**src/rtl/fetch_pkg.sv**
```systemverilog
// Shared types and constants for the instruction fetch stage.
package fetch_pkg;

  typedef enum logic [1:0] {
    REQ  = 2'd0,
    IDLE = 2'd1,
    DROP = 2'd2
  } fetch_state_t;

  localparam logic [31:0] INSTR_NOP = 32'h0000_0013;
  localparam int          PC_STEP   = 4;

endpackage

```
**src/rtl/fetch_out_slot.sv**
```systemverilog
// One-entry valid/ready output register carrying the instruction, its PC and PC+4.
module fetch_out_slot
  import fetch_pkg::*;
#(
  parameter int ADDR_WIDTH = 32,
  parameter int DATA_WIDTH = 32
) (
  input  logic                  clk,
  input  logic                  rst_n,
  input  logic                  load,
  input  logic                  flush,
  input  logic                  drain,
  input  logic [DATA_WIDTH-1:0] instr_in,
  input  logic [ADDR_WIDTH-1:0] pc_in,
  output logic                  valid,
  output logic [DATA_WIDTH-1:0] instr,
  output logic [ADDR_WIDTH-1:0] pc,
  output logic [ADDR_WIDTH-1:0] pc_plus4
);

  always_ff @(posedge clk or negedge rst_n) begin
    if (!rst_n) begin
      valid    <= 1'b0;
      instr    <= DATA_WIDTH'(INSTR_NOP);
      pc       <= '0;
      pc_plus4 <= '0;
    end else if (load) begin
      valid    <= 1'b1;
      instr    <= instr_in;
      pc       <= pc_in;
      pc_plus4 <= pc_in + ADDR_WIDTH'(PC_STEP);
    end else if (flush || drain) begin
      // data is left in place; only the valid flag matters once emptied
      valid <= 1'b0;
    end
  end

endmodule

```
**src/rtl/fetch_unit.sv**
```systemverilog
// Instruction fetch stage: one outstanding imem request, redirect/flush handling.
// Optional FETCH_PERF_EN adds delivered-instruction and dropped-response counters.
//
// state | meaning
// REQ   | request outstanding at fetch_pc, output slot empty
// IDLE  | slot full, waiting for decode to take it
// DROP  | stale request still outstanding; its response is discarded, then fetch pend_pc
module fetch_unit
  import fetch_pkg::*;
#(
  parameter int                    ADDR_WIDTH = 32,
  parameter int                    DATA_WIDTH = 32,
  parameter logic [ADDR_WIDTH-1:0] RESET_PC   = '0
) (
  input  logic                  clk,
  input  logic                  rst_n,
  output logic                  imem_req,
  output logic [ADDR_WIDTH-1:0] imem_addr,
  input  logic                  imem_ack,
  input  logic [DATA_WIDTH-1:0] imem_rdata,
  input  logic                  redirect_valid,
  input  logic [ADDR_WIDTH-1:0] redirect_pc,
  output logic                  id_valid,
  input  logic                  id_ready,
  output logic [DATA_WIDTH-1:0] id_instr,
  output logic [ADDR_WIDTH-1:0] id_pc,
  output logic [ADDR_WIDTH-1:0] id_pc_plus4
`ifdef FETCH_PERF_EN
  ,
  output logic [31:0]           perf_fetch_cnt,
  output logic [31:0]           perf_drop_cnt
`endif
);

  fetch_state_t          state;
  logic [ADDR_WIDTH-1:0] fetch_pc;
  logic [ADDR_WIDTH-1:0] pend_pc;
  logic [ADDR_WIDTH-1:0] redir_pc;
  logic                  slot_load;
  logic                  slot_flush;
  logic                  handshake;

  assign redir_pc   = redirect_pc & ~ADDR_WIDTH'(3);
  assign handshake  = id_valid && id_ready;
  assign slot_load  = (state == REQ) && imem_ack && !redirect_valid;
  assign slot_flush = (state == IDLE) && redirect_valid;

  // req must fall the instant reset asserts, so it is gated by rst_n directly
  assign imem_req  = rst_n && (state != IDLE);
  assign imem_addr = fetch_pc;

  always_ff @(posedge clk or negedge rst_n) begin
    if (!rst_n) begin
      state    <= REQ;
      fetch_pc <= RESET_PC;
      pend_pc  <= RESET_PC;
    end else begin
      case (state)
        REQ: begin
          if (redirect_valid) begin
            if (imem_ack) begin
              fetch_pc <= redir_pc;
            end else begin
              pend_pc <= redir_pc;
              state   <= DROP;
            end
          end else if (imem_ack) begin
            fetch_pc <= fetch_pc + ADDR_WIDTH'(PC_STEP);
            state    <= IDLE;
          end
        end
        IDLE: begin
          if (redirect_valid) begin
            fetch_pc <= redir_pc;
            state    <= REQ;
          end else if (handshake) begin
            state <= REQ;
          end
        end
        DROP: begin
          if (imem_ack) begin
            fetch_pc <= redirect_valid ? redir_pc : pend_pc;
            state    <= REQ;
          end else if (redirect_valid) begin
            pend_pc <= redir_pc;
          end
        end
        default: state <= REQ;
      endcase
    end
  end

  fetch_out_slot #(
    .ADDR_WIDTH(ADDR_WIDTH),
    .DATA_WIDTH(DATA_WIDTH)
  ) u_slot (
    .clk      (clk),
    .rst_n    (rst_n),
    .load     (slot_load),
    .flush    (slot_flush),
    .drain    (handshake),
    .instr_in (imem_rdata),
    .pc_in    (fetch_pc),
    .valid    (id_valid),
    .instr    (id_instr),
    .pc       (id_pc),
    .pc_plus4 (id_pc_plus4)
  );

`ifdef FETCH_PERF_EN
  logic drop_evt;
  assign drop_evt = imem_ack && ((state == DROP) || ((state == REQ) && redirect_valid));

  always_ff @(posedge clk or negedge rst_n) begin
    if (!rst_n) begin
      perf_fetch_cnt <= '0;
      perf_drop_cnt  <= '0;
    end else begin
      if (handshake) perf_fetch_cnt <= perf_fetch_cnt + 32'd1;
      if (drop_evt)  perf_drop_cnt  <= perf_drop_cnt + 32'd1;
    end
  end
`endif

endmodule

```
**config.mk**
```make
export PLATFORM = sky130hd
export DESIGN_NAME = fetch_unit
export DESIGN_NICKNAME = d
export VERILOG_FILES = /design/src/rtl/fetch_pkg.sv /design/src/rtl/fetch_out_slot.sv /design/src/rtl/fetch_unit.sv
export SDC_FILE = /design/constraint.sdc
export NUM_CORES = 1
export LEC_CHECK = 0
export BUFFER_PORTS_ARGS = -buffer_cell sky130_fd_sc_hd__buf_2
export CAP_MARGIN = 15
export CORE_MARGIN = 5
export CORE_UTILIZATION = 45
export DETAILED_ROUTE_END_ITERATION = 7
export GPL_TIMING_DRIVEN = 0
export MAX_ROUTING_LAYER = met4
export PLACE_DENSITY = 0.7
export SLEW_MARGIN = 20
export SYNTH_ARGS = -nofsm -noshare
export SYNTH_HDL_FRONTEND = slang
export SYNTH_HIERARCHICAL = 1
export SYNTH_SLANG_ARGS = --single-unit
```
**constraint.sdc**
```tcl
create_clock -name clk -period 7 [get_ports clk]
set_clock_uncertainty 0.15 [all_clocks]
set_input_delay 0.35 -clock clk [delete_from_list [all_inputs] [get_ports clk]]
set_output_delay 0.35 -clock clk [all_outputs]
set_load 0.02 [all_outputs]
```
==> reports/results.ini <==
[layout]
fillers = 1579
regArea_um2 = 4030
fin_nets = 1077
area_growth_pct = 25.7
antennaDiodeCount = 0
drive_gt1_frac = 0.359
final_cells = 1244
multi_input_area_um2 = 3860

[timing]
finalHoldViolCount = 0
worst_pin_slew_ns = 0.958
finalCriticalPeriod_ns = 3.13
slew_violations = 0
setup-violations-final = 0
finalCritPeriodShare = 0.447
setup_tns_ns = 0
setup_slack_ns = 3.87
slew_headroom = 0.355
grt_setup_unrepaired = false
fmax_ghz = 0.319

[logic_synthesis]
synth_edf_count = 0
yosysUniqueCellTypes = 73
synth_warnings = 6
syn_avg_cell_area_um2 = 10.7
ys_ff_latch = 161
netlist_area_um2 = 8190
ys_async_sr_fraction = 1.00
synthFlopType = dfrtp_1
synth_nets = 840
synth_cells = 765
yosysSeqAreaShare = 0.492

[power_and_ir_drop]
power.density_nw_per_um2 = 501
power_frac_seq = 0.356
power.internal_mw = 2.85
total_power_mw = 5.16
irDropWorstVdd_v = 0.000271
combPwrFrac = 0.465
clkPwrFrac = 0.179
p_sw_frac = 0.448
leakage_nw = 4.54
power.switching_mw = 2.31

[global_route]
grt_pass1_wl_um = 40200
use_met2 = 0.370
grt_util_met3 = 0.0571
grt_pass1_vias = 7208
grt_overflow = 0
grt_start_max_net_pins = 91
grt_antenna_before_repair = 0
grtUsageMet1 = 0.320
grtUsageTotal = 0.241
grt.busiest_layer = met2

[worst_setup_path]
crit_type = reg -> reg
cp-start-kind = flip-flop
r2r-end = imem_addr[17]
cp.required_ns = 7.20
rrSetupSlack_ns = 3.87
reg2reg_from = state[1]
worst_setup_path_end_kind = flip-flop
ff2ff_path_depth = 8
crit_fanout = 10
arrival_ns = 3.33

[cts]
cts.path.max_buffers = 2
cts_root_buf = clkbuf_16
cts_tree = built
clkLatencyLatePin_ns = 0.43
cts_buffers = 17
numClockSinks = 161
cts_max_level = 4
path_clk_slew_ns = 0.07

[route]
postRouteAntennaNets = 0
dr.pass1.iters = 8
wl_per_cell_um = 19.9
drc = 1
avgViaCountPerCell = 5.85
wl_um = 24700
vias = 7278
drt_iter0_markers = 820

[die]
dieWidth_um = 145
start_util = 0.456
pin_count = 199
num_rows = 49
die_area_um2 = 21000
core-area_um2 = 18000
die_h_um = 145

[min_path]
hp-class = in -> reg
hold-path-endpoint = u_slot/instr[22]
worstHoldStart = imem_rdata[22]
min_path_cells = 2

[place]
gp_congestion = 0.876
dpl.cell_count = 1190
port-buffer-count = 195
pre_cts_slack_ns = 3.53
dpl.hpwl_um = 17600

[job]
maxCapViolCount = 0

[outcome]
violations = DRC
status = finished, violations left

[synthesized netlist by cell type, drive strengths merged, types with 3 or more instances]
cell type	n	area share
o22ai	6	0.0046
o2bb2ai	3	0.0032
o21ai	46	0.028
nor3	14	0.010
nor2	43	0.020
nand3b	3	0.0027
or3	7	0.0057
nand2	44	0.020
nand2b	8	0.0061
a21o	4	0.0038
a221oi	10	0.011
a211o	3	0.0032
o311ai	3	0.0032
nor2b	3	0.0023
ha	6	0.0092
and4	5	0.0057
buf	14	0.010
nand4	21	0.019
and2	12	0.0095
o31a	3	0.0032
mux2	95	0.13
nor4	7	0.0079
and3	7	0.0057
a22oi	17	0.016
inv	15	0.0069
a21oi	45	0.027
or2	3	0.0023
clkbuf	34	0.018
dfrtp	158	0.48
xor2	10	0.011
dfstp	3	0.0096
nand3	26	0.017
a22o	16	0.017
a31oi	18	0.014
o31ai	13	0.012
a222oi	4	0.0049
or4	16	0.015
[registers in the layout, indices dropped and copies added (netlist names)]
| name | count |
|---|---|
| imem_addr | 32 |
| u_slot/valid | 1 |
| pend_pc | 32 |
| u_slot/pc_plus4 | 30 |
| u_slot/instr | 32 |
| u_slot/pc | 32 |
| state | 2 |
[final cells by class]
cell class | instances | share of cell area
multi-input combinational | 540 | 0.375
timing repair buffer | 218 | 0.120
clock inverter | 15 | 0.0153
inverter | 16 | 0.00583
sequential | 161 | 0.392
buffer | 48 | 0.0226
clock buffer | 17 | 0.0413
tap | 229 | 0.0278
[layer usage]
layer / part of all wire / up-vias
li1: - / 3369
met5: 0 / -
met1: 0.44 / 3504
met2: 0.47 / 370
met4: 0.018 / 0
met3: 0.072 / 35
[cells by family after synthesis]
group | Yosys count | synth area share
fa+ha+maj | 6 | 0.00917
xor+xnor | 11 | 0.0118
compound gates | 204 | 0.165
buf+inv | 64 | 0.0357
flops | 161 | 0.492
simple gates | 222 | 0.153
mux | 97 | 0.133
[worst max-delay path, cell delays in order (launching register included)]
cell	delay [ns]
dfrtp_1	0.43
inv_1	0.11
ha_1	0.35
clkinv_1	0.31
nor3_1	0.64
clkbuf_1	0.49
a22oi_1	0.24
o31a_1	0.15
o22ai_1	0.16
[metrics by stage]
step | instance area (µm²) | utilization | hold WS (ns)
after floorplan | 8190 | - | -0.0956
after global placement | 9450 | 0.526 | 0.316
after detailed placement | 9490 | 0.528 | 0.202
after CTS | 10300 | 0.573 | 0.000112
after global routing | 10300 | 0.573 | 0.00582
final | 10300 | 0.573 | 0.0137
[placed cells by master (no fill, tap or decap), types with 5 or more instances in the layout]
cell type      synthesis  final
a22oi_1               17     17
ha_1                   6      6
and2_1                10     10
or4_1                 14     14
clkbuf_16              0     17
mux2_2                95     95
nand4_1               18     18
nor2_1                43     43
a21oi_1               45     45
or3_1                  5      5
a22o_1                16     16
dlygate4sd3_1          0     22
o21ai_0               46     46
o31ai_1               13     13
and3_1                 5      5
a221oi_1              10     10
dfrtp_1              158    158
buf_2                  4    198
nor3_1                11     11
clkbuf_1              31     31
o22ai_1                6      6
nand3_1               24     24
buf_4                  5      5
nor4_1                 5      5
inv_1                 15     15
xor2_1                10     10
a31oi_1               18     18
nand2b_1               8      8
nand2_1               44     44
[worst max path at each step]
| stage | cells after the start | endpoint | start | slack, ns |
|---|---|---|---|---|
| final | 8 | imem_addr[17] | state[1] | 3.87 |
| after floorplan | 7 | u_slot/instr[10] | redirect_valid | 4.62 |
| after CTS | 7 | u_slot/pc_plus4[9] | state[1] | 3.94 |
| after detailed placement | 8 | u_slot/pc_plus4[22] | redirect_valid | 3.53 |
| after global routing | 8 | imem_addr[31] | state[1] | 3.69 |
| after global placement | 3 | imem_req | rst_n | 2.90 |
[power by group through the flow]
stage / Combinational, mW / Sequential, mW / Clock (mW)
CTS: 2.39 / 1.83 / 0.943
detailed placement: 2.37 / 1.85 / 0
floorplan: 1.19 / 2.14 / 0
global placement: 2.34 / 1.82 / 0
global route: 2.60 / 1.91 / 0.978
finish: 2.40 / 1.84 / 0.921
[timing repair]
action,CTS,global route
gates resized for setup,0,0
hold buffers,22,0
setup buffers,0,0
setup endpoints to repair,0,0
endpoints found under the hold margin,90,0
(Power assumes the default switching activity.)
